==> config.mk <==
export PLATFORM = sky130hd
export DESIGN_NAME = inst_fetch
export DESIGN_NICKNAME = d
export VERILOG_FILES = /design/src/rtl/inst_fetch_pkg.sv /design/src/rtl/fetch_fifo.sv /design/src/rtl/inst_fetch.sv
export SDC_FILE = /design/constraint.sdc
export NUM_CORES = 1
export LEC_CHECK = 0
export ABC_AREA = 1
export CAP_MARGIN = 20
export CORE_UTILIZATION = 30
export CTS_BUF_LIST = sky130_fd_sc_hd__clkbuf_8 sky130_fd_sc_hd__clkbuf_16
export DETAILED_ROUTE_END_ITERATION = 10
export GPL_TIMING_DRIVEN = 0
export SLEW_MARGIN = 40
export SYNTH_ARGS = -nofsm -noshare
export SYNTH_HDL_FRONTEND = slang
export SYNTH_SLANG_ARGS = --single-unit
==> constraint.sdc <==
create_clock -name clk -period 3.2 [get_ports clk]
set_input_delay 0.48 -clock clk [delete_from_list [all_inputs] [get_ports clk]]
set_output_delay 0.48 -clock clk [all_outputs]
set_load 0.02 [all_outputs]
==> src/rtl/inst_fetch_pkg.sv <==
// Shared types and constants for the instruction fetch unit.
// Holds the FSM state enum, widths, reset PC default and the FIFO entry bundle.
package inst_fetch_pkg;

  localparam int XLEN = 32;
  localparam int ILEN = 32;

  localparam logic [XLEN-1:0] RESET_PC_DEFAULT = 32'h0000_0000;

  typedef enum logic [1:0] {
    S_REQ,
    S_WAIT,
    S_DRAIN
  } fetch_state_t;

  typedef struct packed {
    logic [ILEN-1:0] inst;
    logic [XLEN-1:0] pc;
  } fetch_entry_t;

  function automatic logic [XLEN-1:0] word_align(
    input logic [XLEN-1:0] a
  );
    return a & ~32'h3;
  endfunction

endpackage

==> src/rtl/fetch_fifo.sv <==
// Fetched-instruction buffer with a registered head entry.
// Ports: push/din, pop, flush, full, empty, dout (oldest entry, zero when empty).
module fetch_fifo
  import inst_fetch_pkg::*;
#(
  parameter int DEPTH = 2
) (
  input  logic         clk,
  input  logic         reset,
  input  logic         push,
  input  fetch_entry_t din,
  input  logic         pop,
  input  logic         flush,
  output logic         full,
  output logic         empty,
  output fetch_entry_t dout
);

  localparam int PW = (DEPTH > 1) ? $clog2(DEPTH) : 1;
  localparam int CW = $clog2(DEPTH + 1);

  typedef logic [PW-1:0] ptr_t;
  typedef logic [CW-1:0] cnt_t;

  fetch_entry_t mem_q [DEPTH];
  fetch_entry_t mem_n [DEPTH];
  ptr_t         rd_q;
  ptr_t         rd_n;
  ptr_t         wr_q;
  ptr_t         wr_n;
  cnt_t         cnt_q;
  cnt_t         cnt_n;
  fetch_entry_t head_n;
  fetch_entry_t dout_q;
  logic         do_push;
  logic         do_pop;

  function automatic ptr_t bump(input ptr_t p);
    return (p == ptr_t'(DEPTH - 1)) ? '0 : p + ptr_t'(1);
  endfunction

  assign full  = (cnt_q == cnt_t'(DEPTH));
  assign empty = (cnt_q == '0);

  // A full buffer still accepts a push when the head leaves
  assign do_pop  = pop && !empty;
  assign do_push = push && (!full || do_pop);

  always_comb begin
    mem_n = mem_q;
    rd_n  = rd_q;
    wr_n  = wr_q;
    cnt_n = cnt_q + cnt_t'(do_push) - cnt_t'(do_pop);
    if (do_pop) begin
      rd_n = bump(rd_q);
    end
    if (do_push) begin
      mem_n[wr_q] = din;
      wr_n        = bump(wr_q);
    end
    if (flush) begin
      rd_n  = '0;
      wr_n  = '0;
      cnt_n = '0;
    end
  end

  // Head is computed from next state so dout is a plain register
  always_comb begin
    head_n = '0;
    if (cnt_n != '0) begin
      head_n = mem_n[rd_n];
    end
  end

  always_ff @(posedge clk) begin
    if (reset) begin
      rd_q   <= '0;
      wr_q   <= '0;
      cnt_q  <= '0;
      dout_q <= '0;
    end else begin
      rd_q   <= rd_n;
      wr_q   <= wr_n;
      cnt_q  <= cnt_n;
      dout_q <= head_n;
    end
  end

  always_ff @(posedge clk) begin
    mem_q <= mem_n;
  end

  assign dout = dout_q;

endmodule

==> src/rtl/inst_fetch.sv <==
// Instruction fetch: one outstanding memory request, redirect/drain FSM, fetch FIFO.
// Ports: mem_req_*/mem_rsp_* to imem, redirect_* from backend, inst_* to decode.
module inst_fetch
  import inst_fetch_pkg::*;
#(
  parameter logic [XLEN-1:0] RESET_PC   = RESET_PC_DEFAULT,
  parameter int              FIFO_DEPTH = 2
) (
  input  logic            clk,
  input  logic            reset,
  output logic            mem_req_valid,
  input  logic            mem_req_ready,
  output logic [XLEN-1:0] mem_req_addr,
  input  logic            mem_rsp_valid,
  input  logic [ILEN-1:0] mem_rsp_data,
  input  logic            redirect_valid,
  input  logic [XLEN-1:0] redirect_pc,
  output logic            inst_valid,
  input  logic            inst_ready,
  output logic [ILEN-1:0] inst,
  output logic [XLEN-1:0] inst_pc
);

  localparam logic [XLEN-1:0] BOOT_PC = word_align(RESET_PC);

  fetch_state_t    state;
  logic [XLEN-1:0] pc;
  logic [XLEN-1:0] req_pc;
  logic [XLEN-1:0] redir_pc;
  logic            req_fire;
  logic            rsp_take;
  logic            pop;
  logic            fifo_full;
  logic            fifo_empty;
  fetch_entry_t    push_entry;
  fetch_entry_t    head;

  assign redir_pc = word_align(redirect_pc);

  assign mem_req_valid = !reset && (state == S_REQ) && !fifo_full;
  assign mem_req_addr  = reset ? BOOT_PC : pc;
  assign req_fire      = mem_req_valid && mem_req_ready;

  // A response racing a redirect belongs to the old path
  assign rsp_take = (state == S_WAIT) && mem_rsp_valid && !redirect_valid;

  assign inst_valid = !reset && !fifo_empty;
  assign pop        = inst_valid && inst_ready;
  assign inst       = head.inst;
  assign inst_pc    = head.pc;

  assign push_entry = '{inst: mem_rsp_data, pc: req_pc};

  always_ff @(posedge clk) begin
    if (reset) begin
      state  <= S_REQ;
      pc     <= BOOT_PC;
      req_pc <= '0;
    end else if (redirect_valid) begin
      pc <= redir_pc;
      unique case (state)
        S_REQ: begin
          // Request accepted this cycle is now stale
          state <= req_fire ? S_DRAIN : S_REQ;
        end
        S_WAIT, S_DRAIN: begin
          // Outstanding response either lands now or must be drained
          state <= mem_rsp_valid ? S_REQ : S_DRAIN;
        end
        default: state <= S_REQ;
      endcase
    end else begin
      unique case (state)
        S_REQ: begin
          if (req_fire) begin
            state  <= S_WAIT;
            pc     <= pc + 32'd4;
            req_pc <= pc;
          end
        end
        S_WAIT: begin
          if (mem_rsp_valid) begin
            state <= S_REQ;
          end
        end
        S_DRAIN: begin
          if (mem_rsp_valid) begin
            state <= S_REQ;
          end
        end
        default: state <= S_REQ;
      endcase
    end
  end

  fetch_fifo #(
    .DEPTH(FIFO_DEPTH)
  ) u_fifo (
    .clk  (clk),
    .reset(reset),
    .push (rsp_take),
    .din  (push_entry),
    .pop  (pop),
    .flush(redirect_valid),
    .full (fifo_full),
    .empty(fifo_empty),
    .dout (head)
  );

endmodule

=== Word-level counts from Yosys, hierarchy flattened ===
Index checks and enable logic that the tools add are counted.

* Register bits after elaboration: 262
* Bits of input ports: 70
* Output and inout port bits: 98

* Add/sub/neg operators: 5
* $lt $le $gt $ge: 3
* Eq/ne operators: 5
* Mux-type cells: 23
* Bitwise logic cells: 4
* Reduce and logical (&&, ||, !) cells: 27

{| class="wikitable"
|+ Operator list
! operator !! count
|-
| 64-bit 2-to-1 mux || 4
|-
| 128-bit bitwise mux || 1
|-
| 128-bit 2-to-1 mux || 1
|-
| 32-bit 2-to-1 mux || 4
|-
| 64-bit demux with 1-bit select || 1
|-
| 32-bit by 3-bit adder with 32-bit output (second input constant) || 1
|-
| 2-bit 2-to-1 mux || 6
|-
| 1-bit logical AND || 10
|-
| 2-bit case mux with 2 select lines || 2
|-
| 2-bit AND reduction || 3
|-
| 2-bit nonzero test || 3
|-
| 2-bit OR reduction || 3
|-
| 2-bit == test (second input constant) || 2
|-
| 2-bit greater-or-equal comparator (second input constant) || 2
|-
| 1-bit zero test || 4
|-
| 2-bit zero test || 2
|-
| 1-bit 2-to-1 mux || 4
|-
| 1-bit NOT with 2-bit output || 2
|-
| 3-bit by 1-bit inequality test with 1-bit output (second input constant) || 1
|-
| 3-bit inequality test (second input constant) || 1
|-
| 3-bit AND reduction || 1
|-
| 1-bit adder (second input constant) || 2
|-
| 2-bit by 1-bit adder with 2-bit output || 1
|-
| 2-bit by 1-bit == test with 1-bit output (second input constant) || 1
|-
| other kinds (4) || 5
|}

=== Longest topological paths before layout ===
Gate-level depths: netlist of the first run.

* Depth in word-level cells: 13
* Mapped depth: 13

=== Hierarchy ===
Synthesis of the first run repeated with hierarchy kept, for this count alone.

* Cells, all modules: 1819
* Area total of the unflattened synthesis: 11944.0 um^2

{| class="wikitable"
|+ Modules (own cells, without submodules)
! module !! times used !! cells an instance !! area an instance (um^2) !! sequential area each (um^2)
|-
| fetch_fifo || 1 || 1284 || 8521.9 || 3923.8
|-
| inst_fetch || 1 || 535 || 3422.0 || 1241.2
|}

=== Worst setup path before layout of the first run ===
OpenSTA, ideal clock, no wires.

* Path type: in2reg
* Start: in reset
* End: reg u_fifo.dout_q, in the netlist u_fifo.dout[15]
* Data arrival time: 1968 ps
* Data required time: 3086 ps
* Setup slack: 1118 ps
* Cell stages on the path: 12
* Path buffers: 2
* Cell sequence: nor2_4 > nand2_2 > nand2_4 > nand2_4 > inv_4 > buf_6 > ha_1 > xor2_1 > a21oi_4 > buf_6 > nand2_1 > nor2_2

* Cells in the longest elaborated chain, start to end: 12

{| class="wikitable"
|+ Ends and longest elaborated chain
! element !! line !! text
|-
| start, declared || inst_fetch.sv:10 || <nowiki>input logic reset,</nowiki>
|-
| 1-bit zero test * || inst_fetch.sv:47 || <nowiki>assign inst_valid = !reset && !fifo_empty;</nowiki>
|-
| 1-bit logical AND * || inst_fetch.sv:47 ||
|-
| 1-bit logical AND * || inst_fetch.sv:48 || <nowiki>assign pop = inst_valid && inst_ready;</nowiki>
|-
| 1-bit logical AND * || fetch_fifo.sv:46 || <nowiki>assign do_pop = pop && !empty;</nowiki>
|-
| 1-bit logical OR * || fetch_fifo.sv:47 || <nowiki>assign do_push = push && (!full || do_pop);</nowiki>
|-
| 1-bit logical AND * || fetch_fifo.sv:47 ||
|-
| net u_fifo.do_push || fetch_fifo.sv:35 || <nowiki>logic do_push;</nowiki>
|-
| 2-bit by 1-bit adder with 2-bit output || fetch_fifo.sv:53 || <nowiki>cnt_n = cnt_q + cnt_t'(do_push) - cnt_t'(do_pop);</nowiki>
|-
| 2-bit by 1-bit subtractor with 2-bit output || fetch_fifo.sv:53 ||
|-
| 2-bit 2-to-1 mux || fetch_fifo.sv:61 || <nowiki>if (flush) begin</nowiki>
|-
| 2-bit nonzero test || fetch_fifo.sv:71 || <nowiki>if (cnt_n != '0) begin</nowiki>
|-
| 1-bit NOT (no source line) || n/a ||
|-
| 2-bit OR reduction (no source line) || n/a ||
|-
| end signal, assigned || fetch_fifo.sv:86 || <nowiki>dout_q <= head_n;</nowiki>
|-
| end, declared || fetch_fifo.sv:34 || <nowiki>fetch_entry_t dout_q;</nowiki>
|}

Mark *: on every way through the listed nets, which the timed path passes. The rest lies on a longest branch. The select of a mux whose other input is x is not followed.
A chain may end at the register's enable or synchronous reset.

=== Worst setup path after layout of the first run ===
* Start: in reset
* End: out mem_req_addr[21]

* Cells in the longest elaborated chain, start to end: 1

{| class="wikitable"
|+ Ends and longest elaborated chain
! element !! line !! text
|-
| 32-bit 2-to-1 mux || inst_fetch.sv:41 || <nowiki>assign mem_req_addr = reset ? BOOT_PC : pc;</nowiki>
|-
| end, declared || inst_fetch.sv:13 || <nowiki>output logic [XLEN-1:0] mem_req_addr,</nowiki>
|}

Every way passes these cells.

==> results.sh, run 1 <==
export IMPL_synth_edf_count=0
export IMPL_drv_cap=0
export IMPL_setup_tns_final_ns=0
export IMPL_drtIter0Drc=905
export IMPL_antennaDiodeCount=0
export IMPL_synthTopCellsByArea="dfxtp_1 43%, nand2_1 25%, nand3_1 7.3%"
export IMPL_ys_flop_type="dfxtp_1"
export IMPL_first_pass_iters=6
export IMPL_syn_to_final_growth_pct=27.3
export IMPL_io_buffers=162
export IMPL_die_x_um=202
export IMPL_cts_buffers=30
export IMPL_cts_clk_slew_worst_paths_ns=0.06
export IMPL_leakage_nw=7.15
export IMPL_htreeDepth=1
export IMPL_place_ws_ns=-0.0424
export IMPL_root_buffer="clkbuf_16"
export IMPL_yosys_area_top_type="dfxtp_1"
export IMPL_cp_required_ns=2.72
export IMPL_worst_slew_pin_slew_ns=0.734
export IMPL_synth_cell_area_mm2=0.0120
export IMPL_gr_total_overflow=0
export IMPL_cts_hold_buf=0
export IMPL_postSynthCellCount=1834
export IMPL_hold_path_class="in -> reg"
export IMPL_start_util_pct=30.7
export IMPL_rows=72
export IMPL_final_area_mm2=0.0152
export IMPL_skew_ns=0.0140
export IMPL_fin_crit_sh_pct=93.3
export IMPL_netlist_cell_type_count=35
export IMPL_ant_nets=0
export IMPL_timing_fmax_ghz=0.335
export IMPL_postPlaceCellArea_mm2=0.0142
export IMPL_cellPowerDensity_mw_per_mm2=494
export IMPL_fillerInstances=4098
export IMPL_place_hpwl_um=27800
export IMPL_yosysTopAreaCellShare_pct=43.1
export IMPL_outcome="completed"
export IMPL_clockBufferDepth=3
export IMPL_path_class="in -> out"
export IMPL_wl_um=37700
export IMPL_core_mm2=0.0390
export IMPL_crit_path_end_kind="primary output"
export IMPL_vias_per_cell=4.71
export IMPL_wl_per_cell_um=14.7
export IMPL_nets=2105
export IMPL_rsz0062_at_grt="false"
export IMPL_final_layout_size_suffix_gt1_share_pct=7.85
export IMPL_die_area_mm2=0.0407
export IMPL_grt_usage_pct=18.2
export IMPL_numClockSinks=258
export IMPL_post_cts_buffers=0
export IMPL_first_global_vias=11600
export IMPL_grt_first_pass_wirelength_um=60400
export IMPL_hold_viol=0
export IMPL_cts_tree="yes"
export IMPL_antenna_found_initial=0
export IMPL_min_period_ns=2.98
export IMPL_ys_ff_latch=258
export IMPL_ir_drop_mv=0.390
export IMPL_drcViolationCount=0
export IMPL_syn_mean_instance_area_um2=6.53
export IMPL_worst_slack_ns=0.215
export IMPL_die_y_um=202
export IMPL_cp_arrival_ns=2.50
export IMPL_grt_max_degree=15
export IMPL_yosysWarnings=0
export IMPL_synth_seq_area_share_pct=43.1
export IMPL_clock_latency_ns=0.56
export IMPL_max_slew_margin_rel_pct=51.1
export IMPL_regToRegSetupSlack_ns=0.53
export IMPL_cp_max_fo=10
export IMPL_io_pins=168
export IMPL_synth_async_reset_ratio_pct=0
export IMPL_place_gp_congestion=0.862
export IMPL_post_cts_resized_instances=0
export IMPL_start_kind="input pin"
export IMPL_setup_violations=0
export IMPL_detailroute_via_count=12100
export IMPL_drv_slew=0
[layout by cell type (no fill, tap or decap), drive strengths merged]
cell type        n
nand4            4
clkdlybuf4s50  162
ha               6
clkinv           7
conb             2
dfxtp          258
bufinv           2
buf             79
and2             1
inv            113
nand3          176
clkinvlp         3
xor2             4
o211ai           1
a31oi            8
o22ai            1
nand2          789
a21boi           1
a21oi           40
nor3             2
clkbuf          64
or2              1
a211oi          10
o21ai           88
xnor2            1
nor2           228
[area by class of cell]
class / count / area [um2] / area share (%)
repair buffers: 162 / 1620 / 10.6
plain buffers: 107 / 644 / 4.23
clock buffers: 36 / 845 / 5.54
flip-flops and latches: 258 / 5160 / 33.9
well taps: 518 / 648 / 4.25
inverters: 107 / 404 / 2.65
multi-input cells: 1363 / 5770 / 37.8
clock inverters: 18 / 146 / 0.961
[worst paths after layout]
path	from	to	depth (start not counted)
worst min-delay path	redirect_valid	pc[9]	4
worst max-delay path	reset	mem_req_addr[21]	5
worst max register to register	u_fifo.cnt_q[1]	u_fifo.dout[13]	12
worst min register to register	u_fifo.mem_q[0]	u_fifo.mem_q[0]	2
[sequential cells by signal, summed over array words and instances, names as in the netlist]
| register | cells |
|---|---|
| u_fifo.wr_q | 1 |
| u_fifo.mem_q | 128 |
| u_fifo.dout | 64 |
| u_fifo.cnt_q | 2 |
| u_fifo.rd_q | 1 |
| pc | 30 |
| state | 2 |
| req_pc | 30 |
[Yosys cell counts, drive strengths merged (4+ instances only)]
library cell	instances
a211oi	10
a21oi	40
a31oi	8
buf	79
clkbuf	28
dfxtp	258
ha	6
inv	106
nand2	789
nand3	176
nand4	4
nor2	228
o21ai	88
xor2	4
[power by group]
group / internal [W] / switching (W) / total, W / leakage, nW
Clock: 0.00202 / 0.00138 / 0.00340 / 0.508
Combinational: 0.000260 / 0.000372 / 0.000632 / 4.54
Sequential: 0.00339 / 0.000105 / 0.00349 / 2.10
Total: 0.00567 / 0.00185 / 0.00753 / 7.15
[kinds of logic after synthesis]
kind of cell / Yosys count / synth area share (%)
compound gates: 149 / 6.67
xor+xnor: 5 / 0.366
fa+ha+maj: 6 / 0.627
buf+inv: 214 / 8.76
flops: 258 / 43.1
other cells: 1 / 0.0313
simple gates: 1201 / 40.4
[critical path, stage by stage]
cell             delay, ns
clkdlybuf4s50_1       0.69
buf_2                 0.34
buf_1                 0.34
nor2_1                0.10
clkdlybuf4s50_1       0.55
[layer usage]
layer  part of all wire [%]  GRT usage (%)  vias to the layer above
li1                       -              -                     6112
met5                      0              0                        -
met1                     47           25.3                     5461
met3                    6.8           2.63                       62
met2                     44           29.4                      475
met4                    2.4           4.57                        0
[stage by stage]
stage | utilization (%) | hold slack, ns | cells | total power, W
floorplan | - | 0.404 | 1835 | 0.00392
global placement | 36.5 | 0.412 | 2515 | 0.00417
detailed placement | 36.5 | 0.420 | 2515 | 0.00419
CTS | 39.1 | 0.391 | 2569 | 0.00760
global route | 39.1 | 0.431 | 2569 | 0.00784
finish | 39.1 | 0.414 | 2569 | 0.00753
Note: power is estimated with default switching activity, not from simulation.
==> run 2, diff against run 1 <==
- PLACE_DENSITY: default -> 0.56
==> results.sh, run 2 (synthesized netlist as in run 1, its figures left out) <==
export IMPL_holdPathEnd="u_fifo.mem_q[0]"
export IMPL_wl_um=38400
export IMPL_fillerInstances=4105
export IMPL_hold_viol=0
export IMPL_worst_slack_ns=0.213
export IMPL_first_pass_iters=5
export IMPL_rows=72
export IMPL_rsz0062_at_grt="false"
export IMPL_min_from="u_fifo.mem_q[0]"
export IMPL_clockBufferDepth=3
export IMPL_die_area_mm2=0.0407
export IMPL_grt_usage_pct=18.5
export IMPL_worst_slew_pin_slew_ns=0.733
export IMPL_max_slew_margin_rel_pct=51.1
export IMPL_gr_total_overflow=0
export IMPL_wl_per_cell_um=15.0
export IMPL_io_buffers=162
export IMPL_grt_first_pass_wirelength_um=61000
export IMPL_largest_reg_flops=128
export IMPL_cts_tree="yes"
export IMPL_outcome="completed"
export IMPL_post_cts_buffers=0
export IMPL_first_global_vias=11500
export IMPL_path_class="in -> out"
export IMPL_post_route_util_pct=38.9
export IMPL_start_util_pct=30.7
export IMPL_antenna_found_initial=0
export IMPL_post_cts_resized_instances=0
export IMPL_grt_max_degree=14
export IMPL_fin_crit_sh_pct=93.3
export IMPL_crit_path_end_kind="primary output"
export IMPL_htreeDepth=1
export IMPL_layout_common_cells="786 x nand2_1, 258 x dfxtp_1, 203 x nor2_1, 175 x nand3_1, 162 x clkdlybuf4s50_1"
export IMPL_r2r_start="state[0]"
export IMPL_cp_max_fo=10
export IMPL_ir_drop_mv=0.294
export IMPL_place_gp_congestion=0.869
export IMPL_drtIter0Drc=1053
export IMPL_start_kind="input pin"
export IMPL_detailroute_via_count=12000
export IMPL_reg2reg_depth=12
export IMPL_cp_arrival_ns=2.51
export IMPL_cellPowerDensity_mw_per_mm2=484
export IMPL_drv_cap=0
export IMPL_final_layout_size_suffix_gt1_share_pct=7.62
export IMPL_die_y_um=202
export IMPL_worst_r2r_endpoint="u_fifo.dout[13]"
export IMPL_skew_ns=0.0176
export IMPL_cts_buffers=29
export IMPL_drcViolationCount=0
export IMPL_die_x_um=202
export IMPL_root_buffer="clkbuf_16"
export IMPL_regMostFlops="u_fifo.mem_q"
export IMPL_hold_path_class="reg -> reg"
export IMPL_io_pins=168
export IMPL_final_common_cell="nand2_1"
export IMPL_drv_slew=0
export IMPL_place_hpwl_um=28100
export IMPL_timing_fmax_ghz=0.335
export IMPL_syn_to_final_growth_pct=26.6
export IMPL_leakage_nw=7.13
export IMPL_cts_hold_buf=0
export IMPL_clock_latency_ns=0.55
export IMPL_ant_nets=0
export IMPL_numClockSinks=258
export IMPL_min_period_ns=2.99
export IMPL_vias_per_cell=4.69
export IMPL_regToRegSetupSlack_ns=0.47
export IMPL_place_ws_ns=-0.111
export IMPL_hold_depth=2
export IMPL_antennaDiodeCount=0
export IMPL_nets=2104
export IMPL_core_mm2=0.0390
export IMPL_cts_clk_slew_worst_paths_ns=0.06
export IMPL_cp_required_ns=2.72
export IMPL_setup_violations=0
[run 2: where the power goes]
group          internal [W]  leakage (nW)  total [W]  switching, W
clock               0.00187         0.484    0.00320       0.00134
sequential          0.00339          2.10    0.00349      0.000103
combinational      0.000260          4.55   0.000636      0.000376
[run 2: how the worst max path moves through the flow]
stage / startpoint / end / slack [ns] / cells after the start
global placement: reset / u_fifo.dout[13] / -0.11 / 13
floorplan: reset / u_fifo.dout[15] / 1.12 / 12
CTS: reset / mem_req_addr[24] / 0.12 / 5
finish: reset / mem_req_addr[5] / 0.21 / 5
global route: reset / mem_req_addr[3] / 0.12 / 5
detailed placement: reset / u_fifo.dout[13] / -0.11 / 13
[run 2: cell type report]
class | count | area, um2 | area share (%)
multi-input cells | 1363 | 5770 | 38.0
well taps | 518 | 648 | 4.28
clock inverters | 14 | 85.1 | 0.561
plain buffers | 107 | 646 | 4.26
flip-flops and latches | 258 | 5160 | 34.1
inverters | 107 | 404 | 2.67
clock buffers | 36 | 822 | 5.42
repair buffers | 162 | 1620 | 10.7
[run 2: metal layers]
| layer | routed length, um | GRT usage [%] | vias up |
|---|---|---|---|
| met4 | 703 | 4.46 | 0 |
| met5 | 0 | 0 | - |
| met3 | 2260 | 2.19 | 49 |
| li1 | - | - | 6113 |
| met2 | 17100 | 30.4 | 406 |
| met1 | 18400 | 25.8 | 5467 |
[run 2: metrics by stage]
stage          total power, W  cells  hold slack (ns)  instance area (um2)  setup TNS, ns
2_1_floorplan         0.00392   1835            0.404                12000              0
3_3_place_gp          0.00417   2515            0.413                14200         -0.384
3_5_place_dp          0.00419   2515            0.424                14200         -0.365
4_1_cts               0.00739   2565            0.398                15200              0
5_1_grt               0.00764   2565            0.421                15200              0
6_report              0.00733   2565            0.428                15200              0
[run 2: critical path: stages]
cell and delay, ns:
clkdlybuf4s50_1 0.67, buf_2 0.34, buf_1 0.35, nor2_1 0.10
clkdlybuf4s50_1 0.55
